===== config.mk =====
export PLATFORM = sky130hd
export DESIGN_NAME = reg_file
export DESIGN_NICKNAME = d
export VERILOG_FILES = /design/src/rtl/reg_file_pkg.sv /design/src/rtl/reg_file.sv
export SDC_FILE = /design/constraint.sdc
export NUM_CORES = 2
export LEC_CHECK = 0
export ABC_AREA = 0
export CAP_MARGIN = 20
export CORE_UTILIZATION = 41
export DETAILED_ROUTE_END_ITERATION = 10
export GPL_TIMING_DRIVEN = 0
export PLACE_DENSITY = 0.53
export SYNTH_ARGS = -nofsm -noshare
export SYNTH_HDL_FRONTEND = slang
export SYNTH_SLANG_ARGS = --single-unit
export TNS_END_PERCENT = 5

===== constraint.sdc =====
create_clock -name CLK -period 3 [get_ports CLK]
set_input_delay 0.6 -clock CLK [delete_from_list [all_inputs] [get_ports CLK]]
set_output_delay 0.6 -clock CLK [all_outputs]
set_load 0.05 [all_outputs]

===== src/rtl/reg_file_pkg.sv =====
// Shared integer-register constants for the RV32IM decode, hazard and write-back stages.
package reg_file_pkg;

   localparam int unsigned XLEN       = 32;
   localparam int unsigned REG_ADDR_W = 5;
   localparam int unsigned NUM_REGS   = 32;

   localparam logic [REG_ADDR_W-1:0] ZERO_REG = 5'd0;

endpackage : reg_file_pkg


===== src/rtl/reg_file.sv =====
// RV32 integer register file: two combinational read ports, one clocked write port,
// x0 hardwired to zero, synchronous active-high reset clearing every entry.
module reg_file #(
   parameter int unsigned DATA_WIDTH = reg_file_pkg::XLEN,
   parameter int unsigned ADDR_WIDTH = reg_file_pkg::REG_ADDR_W,
   parameter int unsigned NUM_REGS   = reg_file_pkg::NUM_REGS
) (
   input  logic [DATA_WIDTH-1:0] WRITE_DATA,
   output logic [DATA_WIDTH-1:0] DATA1,
   output logic [DATA_WIDTH-1:0] DATA2,
   input  logic [ADDR_WIDTH-1:0] WRITE_ADDRESS,
   input  logic [ADDR_WIDTH-1:0] DATA1_ADDRESS,
   input  logic [ADDR_WIDTH-1:0] DATA2_ADDRESS,
   input  logic                  WRITE_ENABLE,
   input  logic                  CLK,
   input  logic                  RESET
);

   import reg_file_pkg::*;

   localparam logic [ADDR_WIDTH-1:0] ZERO_ADDR = ADDR_WIDTH'(ZERO_REG);

   // Flip-flop array so reset reaches every entry
   logic [DATA_WIDTH-1:0] regs [NUM_REGS];

   logic write_hit;

   // Writes to x0 are dropped; reset outranks a simultaneous write
   always_comb begin
      write_hit = 1'b0;
      if (WRITE_ENABLE && (WRITE_ADDRESS != ZERO_ADDR)) begin
         write_hit = 1'b1;
      end
   end

   always_ff @(posedge CLK) begin
      if (RESET) begin
         for (int i = 0; i < int'(NUM_REGS); i++) begin
            regs[i] <= '0;
         end
      end else if (write_hit) begin
         regs[WRITE_ADDRESS] <= WRITE_DATA;
      end
   end

   // No write-to-read bypass: forwarding belongs to the hazard unit
   always_comb begin
      DATA1 = '0;
      DATA2 = '0;
      if (DATA1_ADDRESS != ZERO_ADDR) begin
         DATA1 = regs[DATA1_ADDRESS];
      end
      if (DATA2_ADDRESS != ZERO_ADDR) begin
         DATA2 = regs[DATA2_ADDRESS];
      end
   end

endmodule : reg_file


* Yosys cells after proc, flatten, opt, wreduce, memory -nomap -nowiden
Memories as Yosys holds them, arrays and structs flattened.
Cells that the tools add are included.
** Storage, ports and cells
- Register bits after elaboration :: 0
- RAM bits :: 1024
- Input port bits :: 50
- Output and inout bits :: 64
- Memories :: 1
** Memories
- regs :: depth 32, bits a word 32, rd ports 2, clocked after Yosys merged registers in 0, wr ports 32, line reg_file.sv:24 : logic [DATA_WIDTH-1:0] regs [NUM_REGS];
** Operators by class
- Mux-type cells :: 11
- Reduce and logical (&&, ||, !) cells :: 5
** Operators with widths (count)
- 32-bit two-way mux :: 3
- 32-bit OR reduction :: 1
- 5-bit nonzero test :: 3
- 1-bit two-way mux :: 7
- 5-bit two-way mux :: 1
- 1-bit logical AND :: 1

* Longest topological paths before layout
- Word-level depth :: 8
- Gate-level depth with buffers :: 9

* Least setup slack after synthesis
No wires, ideal clock.
- Kind :: input port to output port
- Start point :: in DATA1_ADDRESS[0]
- End point :: out DATA1[30]
- Data arrival time :: 3932 ps
- Path slack :: -1532 ps
- Cell stages on the path :: 6
- Cells stage by stage :: clkbuf_1 -> buf_6 -> buf_4 -> mux4_2 -> mux2i_1 -> a2111oi_0
** On the way
- Longest elaborated chain between the ends :: 2
- Elaborated cells on any way between the ends :: 3
** RTL lines
- start: declaration :: line reg_file.sv:12 : input logic [ADDR_WIDTH-1:0] DATA1_ADDRESS,
- memory 32 x 32 bit or 5-bit nonzero test (tied branches)
- 32-bit two-way mux (*) :: line reg_file.sv:50 : if (DATA1_ADDRESS != ZERO_ADDR) begin
- end: declaration :: line reg_file.sv:9 : output logic [DATA_WIDTH-1:0] DATA1,
Every way passes the cells marked *; elsewhere a longest branch is shown, timed or not.

* Final worst setup path
- Start point :: in DATA2_ADDRESS[4]
- End point :: out DATA2[28]
** On the way
- Longest elaborated chain between the ends :: 2
- Elaborated cells on any way between the ends :: 3
** RTL lines
- start: declaration :: line reg_file.sv:13 : input logic [ADDR_WIDTH-1:0] DATA2_ADDRESS,
- memory 32 x 32 bit or 5-bit nonzero test (tied branches)
- 32-bit two-way mux (*) :: line reg_file.sv:53 : if (DATA2_ADDRESS != ZERO_ADDR) begin
- end: declaration :: line reg_file.sv:10 : output logic [DATA_WIDTH-1:0] DATA2,
Marked as above.

==> results.cfg <==
[global_routing]
gr-usage-all-layers_pct = 35.05
overflow = 0
antenna_found_initial = 1
grt_pass1_vias = 35660
grt_max_degree = 33
grt_first_pass_wirelength_mm = 310.3

[pwr]
p_per_area_mw_per_mm2 = 562.1
peakVddDrop_mv = 0.4308
p_leak_nw = 22.88

[logic_synthesis]
yosysWarnings = 0
avgSynthCellArea_um2 = 15.49
async_flop_share_pct = 0
synthFlopType = edfxtp_1
ys_seq_area_share_pct = 56.70
yosys-top-cells-area = edfxtp_1, mux4_2, and2_1, mux2i_1, clkbuf_1
netlist.area_leader.share_pct = 56.70
synth_edf_count = 1024
yosysTopAreaCell = edfxtp_1
ys_ff_latch = 1024
synthDistinctLibCells = 42
synthesis.area_mm2 = 0.05423
synthCells = 3502

[timing]
rsz0062_at_grt = true
setup_ws_ns = -0.4976
maxSlewViolCount = 0
period_needed_ns = 3.498
max_slew.worst_pin.slew_ns = 0.8763
relSlewSlack_pct = 41.58
fmax_mhz = 285.9
fin_crit_sh_pct = 116.6
finalSetupViolCount = 267
finalHoldViolCount = 0

[outcome]
violations = setup timing
status = complete, but fails checks

[clock_tree]
h-tree-depth = 3
cts.sinks = 1024
tritoncts = yes
clockRootBuffer = clkbuf_16
cts_made_buffers = 116
path_clk_slew_ns = 0.06
postCtsHoldBufs = 0
clock_path_buffers = 3

[die]
die-area_mm2 = 0.1337
ios = 114
die_x_um = 365.7
rows = 133
core-area_mm2 = 0.1313
start_util_pct = 41.30
die_h_um = 365.7

[finish]
nets = 3928
largest_reg_flops = 1024
reg_top3 = regs x1024
regArea_mm2 = 0.03075
drive_gt1_share_pct = 32.64
areaGrowthSynthToFinish_pct = 22.59
stdcell_area_mm2 = 0.06648
top_register = regs
n_fill_cell = 10920
multi_input_area_mm2 = 0.02401

[run]
maxCapViolations = 0

[route]
vias = 36630
post_drt_wl_per_cell_um = 41.04
drt-total-wl_mm = 235.0
dr.first_iter.drc_count = 5201
drc = 0
firstDrtPassIters = 5
viasPerCell = 6.395
ant_nets = 0

[worst_setup_path]
worst_path_max_delay_cell = dlygate4sd2_1
cp.required_ns = 2.40
worstSetupPathType = input pin to primary output
path_cells = dlygate4sd2_1 > nand2b_4 > or2_2 > clkbuf_4 > o22ai_1 > nor3_2 > buf_2
path_max_fanout = 10
cp.depth = 7
path_delay_family = buffers and inverters
worstPathArrival_ns = 2.90
startpoint = DATA2_ADDRESS[4]
crit_buf_inv = 3
worstSetupEndpoint = DATA2[28]
end_kind = primary output
start_kind = input pin
slowest_delay_ns = 0.53

[placed_design]
port_buffers = 107
place_area_mm2 = 0.05914
hpwl_mm = 163.2
pre_cts_ws_ns = -3.201
gp_congestion = 0.9152

[hold_path]
hold_class = input pin to flop
min_from = WRITE_DATA[24]
-- metal layers --
metal / wire [um] / GRT usage [%]
met1: 91560 / 47.30
met2: 102600 / 51.86
met3: 26460 / 9.102
met4: 14400 / 18.84
met5: 0 / 0
-- worst min path at each step --
stage | cells past startpoint | slack [ns] | end
floorplan | 1 | 0.80 | regs[1][31]
global placement | 2 | 1.39 | regs[5][24]
detailed placement | 2 | 1.41 | regs[5][24]
CTS | 2 | 0.60 | regs[5][24]
global route | 2 | 0.66 | regs[5][24]
finish | 2 | 0.64 | regs[5][24]
-- layout make-up --
type | instances | share of cell area [%]
timing repair buffer | 233 | 4.404
antenna | 5 | 0.01882
clock buffer | 143 | 4.583
clock inverter | 64 | 0.8318
tap | 1755 | 3.303
multi-input combinational | 2122 | 36.11
buffer | 379 | 4.483
sequential | 1024 | 46.25
inverter | 2 | 0.01129
-- cell usage in the layout (no fill, tap or decap), drive strengths merged, types with 3 or more instances in the layout --
| cell | Yosys | final |
|---|---|---|
| or2 | 33 | 35 |
| o21ai | 4 | 4 |
| and2 | 995 | 995 |
| nand2 | 7 | 7 |
| diode | 0 | 5 |
| nor2b | 14 | 14 |
| a2111oi | 55 | 55 |
| inv | 2 | 5 |
| conb | 1 | 32 |
| nand3 | 5 | 5 |
| buf | 115 | 306 |
| nor2 | 36 | 36 |
| nor3 | 54 | 54 |
| clkinv | 0 | 51 |
| and3 | 3 | 3 |
| nand2b | 5 | 5 |
| a221oi | 4 | 4 |
| mux2 | 30 | 30 |
| nand3b | 5 | 5 |
| bufinv | 0 | 9 |
| clkdlybuf4s50 | 0 | 39 |
| a22o | 51 | 51 |
| edfxtp | 1024 | 1024 |
| o22ai | 103 | 103 |
| mux2i | 150 | 150 |
| nor4b | 3 | 3 |
| nor4 | 6 | 6 |
| a22oi | 16 | 16 |
| a211oi | 7 | 7 |
| mux4 | 472 | 472 |
| a21oi | 12 | 12 |
| clkbuf | 272 | 405 |
| a32o | 4 | 4 |
| or3b | 4 | 4 |
-- cells in the mapped netlist, drive strengths merged, types with 5 or more instances --
cell type / count
clkbuf: 272
a2111oi: 55
mux4: 472
a22oi: 16
nor4: 6
mux2i: 150
nand3: 5
edfxtp: 1024
and2: 995
nor2: 36
mux2: 30
nand2b: 5
nand3b: 5
a21oi: 12
nand2: 7
a22o: 51
a211oi: 7
nor3: 54
o22ai: 103
or2: 33
buf: 115
nor2b: 14
-- power breakdown --
part           leakage (nW)  internal [mW]  switching [mW]  total [mW]
clock                  1.76           7.91            6.21        14.1
sequential             9.75           16.5           0.422        17.0
combinational          11.4           2.49            3.80        6.29
total                  22.9           26.9            10.4        37.4
-- logic make-up (layout without fill, tap and decap cells) --
group / Yosys count / in the layout / share of synthesized area (%)
flops: 1024 / 1024 / 56.70
simple gates: 1177 / 1179 / 13.34
buf+inv: 389 / 821 / 3.313
compound gates: 259 / 259 / 3.652
mux: 652 / 652 / 22.99
other cells: 1 / 37 / 0.006915
-- through the flow --
stage                     power, mW  hold WS, ns  util [%]  instances  TNS [ns]
after floorplan               20.13       0.7982         -       3533    -6.327
after global placement        22.45        1.393     44.16       5395  -1911.03
after detailed placement      22.63        1.408     45.04       5455  -1470.11
after CTS                     37.11       0.6042     50.19       5699   -103.65
after global routing          37.96       0.6623     50.63       5722    -29.10
final                         37.37       0.6431     50.64       5727    -35.60
-- what timing repair did --
| action | in CTS | in global routing |
|---|---|---|
| endpoints found under the setup margin | 669 | 956 |
| resized for setup | 1013 | 118 |
| pin swaps | 77 | 33 |
| buffers inserted | 38 | 20 |
| cloned | 7 | 2 |
Note: power is estimated with default switching activity, not from simulation.
